`config.mk`:
```
export PLATFORM = sky130hd
export DESIGN_NAME = force_output_ring
export DESIGN_NICKNAME = d
export VERILOG_FILES = /design/src/rtl/MD_pkg.sv /design/src/rtl/force_output_ring.sv /design/src/rtl/force_ring_fifo.sv /design/src/rtl/force_output_ring_node.sv
export SDC_FILE = /design/constraint.sdc
export NUM_CORES = 2
export LEC_CHECK = 0
export CAP_MARGIN = 10
export CELL_PAD_IN_SITES_DETAIL_PLACEMENT = 0
export CELL_PAD_IN_SITES_GLOBAL_PLACEMENT = 1
export CORE_MARGIN = 1
export CORE_UTILIZATION = 39
export DETAILED_ROUTE_END_ITERATION = 10
export PLACE_DENSITY_LB_ADDON = 0.1
export SETUP_SLACK_MARGIN = 0.15
export SKIP_LAST_GASP = 1
export SYNTH_ARGS = -nofsm -noshare
export SYNTH_HDL_FRONTEND = slang
export SYNTH_HIERARCHICAL = 1
export SYNTH_SLANG_ARGS = --single-unit
export TNS_END_PERCENT = 10
```
`constraint.sdc`:
```
create_clock -name clk -period 8.6 [get_ports clk]
set_clock_uncertainty 0.2 [all_clocks]
set_input_delay 2.15 -clock clk [delete_from_list [all_inputs] [get_ports clk]]
set_output_delay 2.15 -clock clk [all_outputs]
set_load 0.01 [all_outputs]
```
`src/rtl/MD_pkg.sv`:
```
// MD_pkg: shared definitions for the force output ring.
//   GLOBAL_CELL_ID_WIDTH   - bits per cell coordinate field (X, Y, Z)
//   force_pkt_t            - particle id plus fixed-point Fx, Fy, Fz
//   FORCE_PKT_STRUCT_WIDTH - packed width of force_pkt_t
//   FORCE_RING_FIFO_DEPTH  - default local injection FIFO depth
package MD_pkg;

  localparam int GLOBAL_CELL_ID_WIDTH = 3;
  localparam int PARTICLE_ID_WIDTH    = 8;
  localparam int FORCE_W              = 16;

  typedef struct packed {
    logic [PARTICLE_ID_WIDTH-1:0] pid;
    logic signed [FORCE_W-1:0]    fx;
    logic signed [FORCE_W-1:0]    fy;
    logic signed [FORCE_W-1:0]    fz;
  } force_pkt_t;

  localparam int FORCE_PKT_STRUCT_WIDTH = $bits(force_pkt_t);
  localparam int FORCE_RING_FIFO_DEPTH  = 8;

endpackage

```
`src/rtl/force_output_ring.sv`:
```
// force_output_ring: NUM_CELLS force_output_ring_node instances closed into a
// ring. Node i takes its upstream slot from node (i+1) % NUM_CELLS. Cells are
// laid out along X (node i is cell (i, GCELL_Y, GCELL_Z)).
//   Per-node local PE and force cache ports are exposed as packed arrays.
//   FORCE_RING_PERF_EN adds per-node counter outputs.
module force_output_ring import MD_pkg::*; #(
  parameter int NUM_CELLS = 4,
  parameter int GCELL_Y   = 0,
  parameter int GCELL_Z   = 0
) (
  input  logic                                                 clk,
  input  logic                                                 rst,
  input  logic [NUM_CELLS-1:0][FORCE_PKT_STRUCT_WIDTH-1:0]     local_force_pkt,
  input  logic [NUM_CELLS-1:0][3*GLOBAL_CELL_ID_WIDTH-1:0]     local_dst_gcid,
  input  logic [NUM_CELLS-1:0]                                 local_valid,
  output logic [NUM_CELLS-1:0]                                 local_ready,
  input  logic [NUM_CELLS-1:0]                                 force_cache_ready,
`ifdef FORCE_RING_PERF_EN
  output logic [NUM_CELLS-1:0][31:0]                           deliver_cnt,
  output logic [NUM_CELLS-1:0][31:0]                           recirc_cnt,
  output logic [NUM_CELLS-1:0][31:0]                           inject_stall_cnt,
`endif
  output logic [NUM_CELLS-1:0][FORCE_PKT_STRUCT_WIDTH-1:0]     force_to_cache,
  output logic [NUM_CELLS-1:0]                                 force_to_cache_valid
);
  logic [NUM_CELLS-1:0][FORCE_PKT_STRUCT_WIDTH-1:0] ring_pkt;
  logic [NUM_CELLS-1:0][3*GLOBAL_CELL_ID_WIDTH-1:0] ring_gcid;
  logic [NUM_CELLS-1:0]                             ring_valid;

  for (genvar i = 0; i < NUM_CELLS; i++) begin : g_node
    localparam int UP = (i + 1) % NUM_CELLS;
    force_output_ring_node #(
      .GCELL_X (i),
      .GCELL_Y (GCELL_Y),
      .GCELL_Z (GCELL_Z)
    ) u_node (
      .clk                    (clk),
      .rst                    (rst),
      .i_ring_force_pkt       (ring_pkt[UP]),
      .i_ring_gcid            (ring_gcid[UP]),
      .i_ring_valid           (ring_valid[UP]),
      .i_local_force_pkt      (local_force_pkt[i]),
      .i_local_dst_gcid       (local_dst_gcid[i]),
      .i_local_valid          (local_valid[i]),
      .o_local_ready          (local_ready[i]),
      .i_force_cache_ready    (force_cache_ready[i]),
      .o_ring_force_pkt       (ring_pkt[i]),
      .o_ring_gcid            (ring_gcid[i]),
      .o_ring_valid           (ring_valid[i]),
`ifdef FORCE_RING_PERF_EN
      .o_deliver_cnt          (deliver_cnt[i]),
      .o_recirc_cnt           (recirc_cnt[i]),
      .o_inject_stall_cnt     (inject_stall_cnt[i]),
`endif
      .o_force_to_cache       (force_to_cache[i]),
      .o_force_to_cache_valid (force_to_cache_valid[i])
    );
  end

endmodule

```
`src/rtl/force_ring_fifo.sv`:
```
// force_ring_fifo: synchronous FIFO holding {gcid, pkt} for local injection.
//   clk, rst   - clock, asynchronous active-high reset (pointers and count)
//   push, din  - write strobe and data (ignored when full)
//   pop        - read strobe (ignored when empty)
//   dout       - head entry; a write into an empty FIFO appears here next cycle
//   full/empty - status flags
//   count      - occupancy, $clog2(DEPTH)+1 bits
module force_ring_fifo #(
  parameter int DEPTH  = 8,
  parameter int DATA_W = 8
) (
  input  logic                       clk,
  input  logic                       rst,
  input  logic                       push,
  input  logic [DATA_W-1:0]          din,
  input  logic                       pop,
  output logic [DATA_W-1:0]          dout,
  output logic                       full,
  output logic                       empty,
  output logic [$clog2(DEPTH):0]     count
);
  localparam int AW = $clog2(DEPTH);
  localparam int CW = AW + 1;

  logic [DATA_W-1:0] mem [DEPTH];
  logic [AW-1:0]     wr_ptr;
  logic [AW-1:0]     rd_ptr;
  logic [CW-1:0]     cnt;
  logic              do_push;
  logic              do_pop;

  assign full    = (cnt == CW'(DEPTH));
  assign empty   = (cnt == '0);
  assign do_push = push && !full;
  assign do_pop  = pop && !empty;
  assign dout    = mem[rd_ptr];
  assign count   = cnt;

  always_ff @(posedge clk) begin
    if (do_push) mem[wr_ptr] <= din;
  end

  // Pointers wrap naturally since DEPTH is a power of two.
  always_ff @(posedge clk or posedge rst) begin
    if (rst) begin
      wr_ptr <= '0;
      rd_ptr <= '0;
      cnt    <= '0;
    end else begin
      if (do_push) wr_ptr <= wr_ptr + 1'b1;
      if (do_pop)  rd_ptr <= rd_ptr + 1'b1;
      case ({do_push, do_pop})
        2'b10:   cnt <= cnt + 1'b1;
        2'b01:   cnt <= cnt - 1'b1;
        default: cnt <= cnt;
      endcase
    end
  end

endmodule

```
`src/rtl/force_output_ring_node.sv`:
```
// force_output_ring_node: one node of the force output ring.
//   Ring in  : i_ring_force_pkt, i_ring_gcid ({X,Y,Z}), i_ring_valid
//   Local PE : i_local_force_pkt, i_local_dst_gcid, i_local_valid, o_local_ready
//   Cache    : i_force_cache_ready, o_force_to_cache, o_force_to_cache_valid
//   Ring out : o_ring_force_pkt, o_ring_gcid, o_ring_valid (registered)
//   Optional : FORCE_RING_PERF_EN adds o_deliver_cnt, o_recirc_cnt,
//              o_inject_stall_cnt (32-bit saturating).
// Ring traffic has priority over the local FIFO for both the cache port and
// the outgoing slot; undeliverable hits recirculate so the ring never stalls.
module force_output_ring_node import MD_pkg::*; #(
  parameter int GCELL_X    = 0,
  parameter int GCELL_Y    = 0,
  parameter int GCELL_Z    = 0,
  parameter int FIFO_DEPTH = FORCE_RING_FIFO_DEPTH
) (
  input  logic                                clk,
  input  logic                                rst,
  input  logic [FORCE_PKT_STRUCT_WIDTH-1:0]   i_ring_force_pkt,
  input  logic [3*GLOBAL_CELL_ID_WIDTH-1:0]   i_ring_gcid,
  input  logic                                i_ring_valid,
  input  logic [FORCE_PKT_STRUCT_WIDTH-1:0]   i_local_force_pkt,
  input  logic [3*GLOBAL_CELL_ID_WIDTH-1:0]   i_local_dst_gcid,
  input  logic                                i_local_valid,
  output logic                                o_local_ready,
  input  logic                                i_force_cache_ready,
  output logic [FORCE_PKT_STRUCT_WIDTH-1:0]   o_ring_force_pkt,
  output logic [3*GLOBAL_CELL_ID_WIDTH-1:0]   o_ring_gcid,
  output logic                                o_ring_valid,
`ifdef FORCE_RING_PERF_EN
  output logic [31:0]                         o_deliver_cnt,
  output logic [31:0]                         o_recirc_cnt,
  output logic [31:0]                         o_inject_stall_cnt,
`endif
  output logic [FORCE_PKT_STRUCT_WIDTH-1:0]   o_force_to_cache,
  output logic                                o_force_to_cache_valid
);
  localparam int GCID_W = 3 * GLOBAL_CELL_ID_WIDTH;
  localparam int PKT_W  = FORCE_PKT_STRUCT_WIDTH;
  localparam int CNT_W  = $clog2(FIFO_DEPTH) + 1;
  localparam logic [GCID_W-1:0] MY_GCID = {GLOBAL_CELL_ID_WIDTH'(GCELL_X),
                                           GLOBAL_CELL_ID_WIDTH'(GCELL_Y),
                                           GLOBAL_CELL_ID_WIDTH'(GCELL_Z)};

  logic [GCID_W+PKT_W-1:0] fifo_head;
  logic [GCID_W-1:0]       head_gcid;
  logic [PKT_W-1:0]        head_pkt;
  logic                    fifo_full;
  logic                    fifo_empty;
  logic [CNT_W-1:0]        fifo_count;
  logic                    fifo_push;
  logic                    fifo_pop;

  logic local_hit, ring_deliver, slot_busy, head_local, pop_cache, pop_ring;

  logic [PKT_W-1:0]  ring_pkt_p1;
  logic [GCID_W-1:0] ring_gcid_p1;
  logic              ring_vld_p1;
  logic [PKT_W-1:0]  cache_pkt_p1;
  logic              cache_vld_p1;

  // Ready is held low during reset so nothing is accepted into a clearing FIFO.
  assign o_local_ready = !rst && (fifo_count < CNT_W'(FIFO_DEPTH));
  assign fifo_push     = i_local_valid && o_local_ready && !fifo_full;

  force_ring_fifo #(
    .DEPTH  (FIFO_DEPTH),
    .DATA_W (GCID_W + PKT_W)
  ) u_fifo (
    .clk   (clk),
    .rst   (rst),
    .push  (fifo_push),
    .din   ({i_local_dst_gcid, i_local_force_pkt}),
    .pop   (fifo_pop),
    .dout  (fifo_head),
    .full  (fifo_full),
    .empty (fifo_empty),
    .count (fifo_count)
  );

  assign {head_gcid, head_pkt} = fifo_head;

  assign local_hit    = i_ring_valid && (i_ring_gcid == MY_GCID);
  assign ring_deliver = local_hit && i_force_cache_ready;
  // Slot stays occupied by pass-through and recirculating packets.
  assign slot_busy    = i_ring_valid && !ring_deliver;
  assign head_local   = (head_gcid == MY_GCID);
  assign pop_cache    = !fifo_empty && head_local && !ring_deliver && i_force_cache_ready;
  assign pop_ring     = !fifo_empty && !head_local && !slot_busy;
  assign fifo_pop     = pop_cache || pop_ring;

  // ---- stage p1: registered ring slot and cache port ----
  always_ff @(posedge clk or posedge rst) begin
    if (rst) begin
      ring_pkt_p1  <= '0;
      ring_gcid_p1 <= '0;
      ring_vld_p1  <= 1'b0;
      cache_pkt_p1 <= '0;
      cache_vld_p1 <= 1'b0;
    end else begin
      ring_vld_p1  <= slot_busy || pop_ring;
      ring_pkt_p1  <= slot_busy ? i_ring_force_pkt : head_pkt;
      ring_gcid_p1 <= slot_busy ? i_ring_gcid : head_gcid;
      cache_vld_p1 <= ring_deliver || pop_cache;
      cache_pkt_p1 <= ring_deliver ? i_ring_force_pkt : head_pkt;
    end
  end

  assign o_ring_force_pkt       = ring_pkt_p1;
  assign o_ring_gcid            = ring_gcid_p1;
  assign o_ring_valid           = ring_vld_p1;
  assign o_force_to_cache       = cache_pkt_p1;
  assign o_force_to_cache_valid = cache_vld_p1;

`ifdef FORCE_RING_PERF_EN
  function automatic logic [31:0] sat_inc(input logic [31:0] v, input logic en);
    return (en && (v != '1)) ? v + 32'd1 : v;
  endfunction

  always_ff @(posedge clk or posedge rst) begin
    if (rst) begin
      o_deliver_cnt      <= '0;
      o_recirc_cnt       <= '0;
      o_inject_stall_cnt <= '0;
    end else begin
      o_deliver_cnt      <= sat_inc(o_deliver_cnt, ring_deliver || pop_cache);
      o_recirc_cnt       <= sat_inc(o_recirc_cnt, local_hit && !i_force_cache_ready);
      o_inject_stall_cnt <= sat_inc(o_inject_stall_cnt, !fifo_empty && !fifo_pop);
    end
  end
`endif

endmodule

```
After elaboration in Yosys (flattened, before gate mapping)
Memories as Yosys holds them, arrays and structs flattened.
Cells that the tools add are included.
{"block": "totals", "regBits": 532, "ramBits": 2080, "in_bits": 270, "out_inout_bits": 232, "n_memories": 4}
{"name": "g_node[0].u_node.u_fifo.mem", "words": 8, "width": 65, "rd": 1, "rd_ports_with_merged_regs": 0, "write_ports": 1, "line_no": "force_ring_fifo.sv:25", "text": "logic [DATA_W-1:0] mem [DEPTH];"}
{"name": "g_node[1].u_node.u_fifo.mem", "words": 8, "width": 65, "rd": 1, "rd_ports_with_merged_regs": 0, "write_ports": 1, "line_no": "force_ring_fifo.sv:25"}
{"name": "g_node[2].u_node.u_fifo.mem", "words": 8, "width": 65, "rd": 1, "rd_ports_with_merged_regs": 0, "write_ports": 1, "line_no": "force_ring_fifo.sv:25"}
{"name": "g_node[3].u_node.u_fifo.mem", "words": 8, "width": 65, "rd": 1, "rd_ports_with_merged_regs": 0, "write_ports": 1, "line_no": "force_ring_fifo.sv:25"}
{"block": "op_classes", "add_sub_neg": 16, "n_lt_le_gt_ge": 4, "eq_ne": 18, "n_mux": 24, "reduce_logical": 95}
{"cell": "$mux 56", "count": 8}
{"cell": "$logic_and 1x1->1", "count": 52}
{"cell": "$eq 9x8->1 const B", "count": 4}
{"cell": "$mux 9", "count": 4}
{"cell": "$pmux 4 s2", "count": 4}
{"cell": "$add 3x1->3 const B", "count": 8}
{"cell": "$logic_not 1->1", "count": 21}
{"cell": "$eq 9x7->1 const B", "count": 2}
{"cell": "$logic_not 9->1", "count": 2}
{"cell": "$add 4x1->4 const B", "count": 4}
{"cell": "$eq 4x4->1 const B", "count": 4}
{"cell": "$logic_not 4->1", "count": 4}
{"cell": "$lt 4x4->1 const B", "count": 4}
{"cell": "$sub 4x1->4 const B", "count": 4}
{"cell": "$logic_or 1x1->1", "count": 12}
{"cell": "$eq 2x1->1 const B", "count": 4}
{"cell": "$eq 2x2->1 const B", "count": 4}
{"cell": "$mux 1", "count": 8}
{"cell": "$reduce_bool 2->1", "count": 4}

Logic depth before layout (Yosys ltp)
{"block": "logic_depth", "depth_word": 11, "ltp_mapped": 15, "ltp_nobuf": 12}

Hierarchy
Netlist, hierarchy kept.
{"mod": "force_ring_fifo", "instances": 4, "cells_each": 820, "area_each_um2": 20144.3}
{"mod": "force_output_ring_node at g_node[1].u_node ...", "instances": 2, "cells_each": 279, "area_each_um2": 4683.2}
{"mod": "force_output_ring_node at g_node[3].u_node", "instances": 1, "cells_each": 279, "area_each_um2": 4704.5}
{"mod": "force_output_ring_node at g_node[0].u_node", "instances": 1, "cells_each": 279, "area_each_um2": 4679.5}

Worst setup path after synthesis
OpenSTA, ideal clock, no wires.
{"block": "synth_path", "kind": "input to register", "startpoint": "input rst", "endpoint": "memory g_node[0].u_node/u_fifo/mem[1][0] in the netlist's numbering (enable)", "arrival_time_ns": 7.312, "t_required_ns": 7.832, "setup_slack_ns": 0.520, "stages": 3, "cell_sequence": "nor4b_1 nand3_1 nor3_1"}
{"block": "synth_via", "elab_chain_cells": 7}
{"element": "from (decl)", "line_no": "force_output_ring.sv:12", "text": "input logic rst,"}
{"element": "$logic_not 1->1 (no source line)"}
{"element": "$logic_and 1x1->1", "line_no": "force_output_ring_node.sv:62", "text": "assign o_local_ready = !rst && (fifo_count < CNT_W'(FIFO_DEPTH));"}
{"element": "$logic_and 1x1->1 (2 in a row)", "line_no": "force_output_ring_node.sv:63", "text": "assign fifo_push = i_local_valid && o_local_ready && !fifo_full;"}
{"element": "$logic_and 1x1->1", "line_no": "force_ring_fifo.sv:34", "text": "assign do_push = push && !full;"}
{"element": "$mux 1", "line_no": "force_ring_fifo.sv:40", "text": "if (do_push) mem[wr_ptr] <= din;"}
{"element": "$mux 1 (implied by the code)", "line_no": "force_ring_fifo.sv:40"}
{"element": "to (decl)", "line_no": "force_ring_fifo.sv:25"}
No other way between the ends.

Final worst setup path
{"block": "layout_path", "startpoint": "input rst", "endpoint": "output local_ready[0]"}
{"block": "layout_via", "elab_chain_cells": 2}
{"element": "$logic_not 1->1 (no source line)"}
{"element": "$logic_and 1x1->1", "line_no": "force_output_ring_node.sv:62"}
{"element": "to (decl)", "line_no": "force_output_ring.sv:16", "text": "output logic [NUM_CELLS-1:0] local_ready,"}
No other way between the ends.

==> results.py <==
metrics = {
    "routing": {
        "routed-via-count": 47114,
        "vias_per_cell": 5.43,
        "routed_wl_um": 293000,
        "initialDrtViolationCount": 4425,
        "wl_per_cell_um": 33.8,
        "drc": 0,
        "drt-pass1-iter-count": 6,
        "final_antenna_net_count": 0,
    },
    "floorplan": {
        "die_y_um": 507,
        "core_area_um2": 252000,
        "rows": 184,
        "die_x_um": 507,
        "dieArea_um2": 257000,
        "initial_core_util_pct": 39.4,
        "boundaryPins": 502,
    },
    "timing": {
        "slew_viol_final": 0,
        "rsz0062_at_grt": "no",
        "max_slew_margin_pct": 18.3,
        "tns_ns": 0,
        "setup_viol": 0,
        "hold_viol": 0,
        "setup_slack_ns": 2.45,
        "worst_hold_slack_ns": 0.245,
        "period_minus_slack_ns": 6.15,
        "max_freq_mhz": 163,
        "worst_pin_slew_ns": 1.22,
        "final.period_utilization_pct": 71.5,
    },
    "worst_setup_path": {
        "startpoint": "rst",
        "cp-end-kind": "output port",
        "required_ns": 6.25,
        "rrSetupSlack_ns": 2.61,
        "start_kind": "input port",
        "path_class": "input port to output port",
        "slowest_delay_ns": 0.61,
        "reg2reg_depth": 13,
        "critPathSlowestCell": "clkdlybuf4s50_1",
        "r2r-end": "g_node[1].u_node/u_fifo/count[3]",
        "crit_path_end": "local_ready[0]",
        "path_depth": 4,
        "crit_fanout": 11,
        "worstPathArrival_ns": 3.80,
        "crit_buf_inv": 3,
        "path_delay_family": "buffers and inverters",
        "crit_chain": "buf_2 > buf_4 > nor2_1 > clkdlybuf4s50_1",
        "r2r_start": "g_node[1].u_node/u_fifo/rd_ptr[1]",
    },
    "clocking": {
        "cts-root-buf": "clkbuf_16",
        "cts_resized": 0,
        "htreeDepth": 5,
        "clk_pin_slew_ns": 0.06,
        "numCtsBuffers": 299,
        "clock-sinks": 2612,
        "clock_latency_ns": 0.92,
        "post_cts_buffers": 0,
        "cts_tree": "built",
        "ctsHoldBuffers": 0,
        "clockBufferDepth": 4,
    },
    "placed_design": {
        "place_hpwl_um": 197000,
        "placed_cell_area_um2": 108000,
        "gp_congestion": 0.780,
        "placed_cells": 8143,
        "buffer_ports.inserted": 501,
        "post-place-ws_ns": 2.47,
    },
    "global_route": {
        "grt_max_degree": 103,
        "grt_first_pass_wirelength_um": 403000,
        "grt_pass1_vias": 49025,
        "grt_remaining_overflow": 0,
        "antenna_found_initial": 101,
        "gr-usage-all-layers_pct": 22.8,
    },
    "flow_run": {
        "maxCapViolations": 0,
    },
    "yosys": {
        "synthSimpleGateAreaFrac_pct": 1.00,
        "ys_types": 47,
        "synth_top_cell_area_share_pct": 62.9,
        "synth_top_family_by_area": "multiplexers",
        "async_reset_ff_share_pct": 20.4,
        "synthFlopType": "edfxtp_1",
        "netlist_instances": 4396,
        "yosys-top-cells-count": "2,080 x edfxtp_1, 568 x mux2_2, 532 x dfrtp_1",
        "yosysMostFrequentCell": "edfxtp_1",
        "syn_avg_cell_area_um2": 22.6,
        "yosysWarnings": 6,
        "synth_area_leaders": "edfxtp_1 63%, dfrtp_1 13%, mux4_2 12%",
        "synth_compound_area_share_pct": 0.402,
        "yosysTopAreaCell": "edfxtp_1",
        "synth_edf_count": 2080,
        "syn-num-nets": 4690,
        "synthXorXnorAreaFrac_pct": 0.212,
        "synth_fa_ha_area_share_pct": 0.333,
        "synth_area_um2": 99300,
        "seq_area_frac_synth_pct": 76.3,
        "ys_seq_elements": 2612,
        "synth_mux_area_share_pct": 20.4,
    },
    "power_and_ir_drop": {
        "power_frac_seq_pct": 44.4,
        "switching_share_pct": 29.3,
        "p_leak_nw": 39.1,
        "irDropWorstVdd_uv": 238,
        "clockPowerShare_pct": 32.0,
        "p_per_area_nw_per_um2": 323,
        "p_int_mw": 26.9,
        "switchingPower_mw": 11.1,
        "power.total_mw": 38.1,
        "combinationalPowerShare_pct": 23.5,
    },
    "layout": {
        "final_util_pct": 46.7,
        "design_area_um2": 118000,
        "fin_nets": 5390,
        "stdcell_count": 8682,
        "drive_above_1_share_pct": 31.3,
        "syn_to_final_growth_pct": 18.5,
    },
    "status": {
        "status": "finished clean",
    },
    "min_path": {
        "hold_path_class": "flop to flop",
    },
}
## kinds of logic after synthesis
logic type / after synthesis
adder cells (fa/ha/maj): 24
multiplexers: 1276
AO/OA/AOI/OAI: 48
buffers and inverters: 240
flip-flops: 2612
XOR/XNOR: 24
AND/OR/NAND/NOR: 172
## metal layers
| layer | share of wire, % | vias up | GRT usage, % | wire [um] |
|---|---|---|---|---|
| li1 | - | 19424 | - | - |
| met1 | 44 | 25747 | 32.7 | 129000 |
| met2 | 48 | 1484 | 36.7 | 141000 |
| met3 | 5.4 | 447 | 3.65 | 15800 |
| met4 | 2.5 | 12 | 5.53 | 7220 |
| met5 | 0.028 | - | 0 | 81 |
## worst min-delay path by stage
| stage | startpoint | to | slack (ns) | cells past startpoint |
|---|---|---|---|---|
| 6_report | g_node[2].u_node/o_ring_force_pkt[48] | g_node[1].u_node/o_ring_force_pkt[48] | 0.24 | 1 |
| 5_1_grt | g_node[2].u_node/o_ring_force_pkt[48] | g_node[1].u_node/o_ring_force_pkt[48] | 0.25 | 1 |
| 4_1_cts | g_node[2].u_node/o_ring_force_pkt[48] | g_node[1].u_node/o_ring_force_pkt[48] | 0.25 | 1 |
| 3_5_place_dp | g_node[2].u_node/o_ring_force_pkt[41] | g_node[1].u_node/o_ring_force_pkt[41] | 0.27 | 1 |
| 3_3_place_gp | g_node[0].u_node/o_ring_force_pkt[28] | g_node[3].u_node/o_ring_force_pkt[28] | 0.26 | 1 |
| 2_1_floorplan | g_node[2].u_node/o_ring_force_pkt[20] | g_node[1].u_node/o_ring_force_pkt[20] | 0.25 | 1 |
## sequential cells by signal, indices dropped and copies added (netlist names)
| signal | count |
|---|---|
| g_node.u_node/o_force_to_cache | 224 |
| g_node.u_node/o_force_to_cache_valid | 4 |
| g_node.u_node/u_fifo/wr_ptr | 12 |
| g_node.u_node/o_ring_force_pkt | 224 |
| g_node.u_node/u_fifo/rd_ptr | 12 |
| g_node.u_node/o_ring_gcid | 36 |
| g_node.u_node/u_fifo/count | 16 |
| g_node.u_node/u_fifo/mem | 2080 |
| g_node.u_node/o_ring_valid | 4 |
## power groups by stage
stage | clock network (mW) | registers [mW] | logic, mW
2_1_floorplan | 0 | 16.5 | 5.20
3_3_place_gp | 0 | 17.2 | 9.10
3_5_place_dp | 0 | 17.2 | 9.09
4_1_cts | 12.5 | 16.9 | 9.15
5_1_grt | 12.9 | 17.1 | 9.48
6_report | 12.2 | 16.9 | 8.95
## placed cells by master, fill, tap and decap left out, types with 5 or more instances in the layout
cell	n
or4_1	12
buf_4	98
nor4b_1	6
mux2_2	568
edfxtp_1	2080
mux4_2	520
clkbuf_8	19
a21oi_1	8
nand3b_1	5
nor2_4	24
clkinv_1	39
ha_1	20
inv_1	28
nand2b_1	12
dfrtp_4	12
clkbuf_16	309
nand4_1	8
clkinv_2	52
nor3_2	8
nor3b_1	8
bufinv_16	17
o41ai_1	8
mux2_1	184
clkbuf_1	70
inv_6	7
dfrtp_1	520
diode_2	18
nor4_1	9
nor2_1	8
nand3_1	12
clkdlybuf4s50_1	500
or4b_1	10
xnor2_1	20
clkinvlp_4	5
nand2_1	36
## cell type report
cell class | instances | area, um2
clock buffers | 398 | 8260
diodes | 18 | 45.0
clock inverters | 123 | 1050
multi-input cells | 1544 | 22400
repair buffers | 603 | 5830
well taps | 3348 | 4190
inverters | 36 | 155
fillers | 21089 | 135000
flip-flops and latches | 2612 | 75800
(Power assumes the default switching activity.)
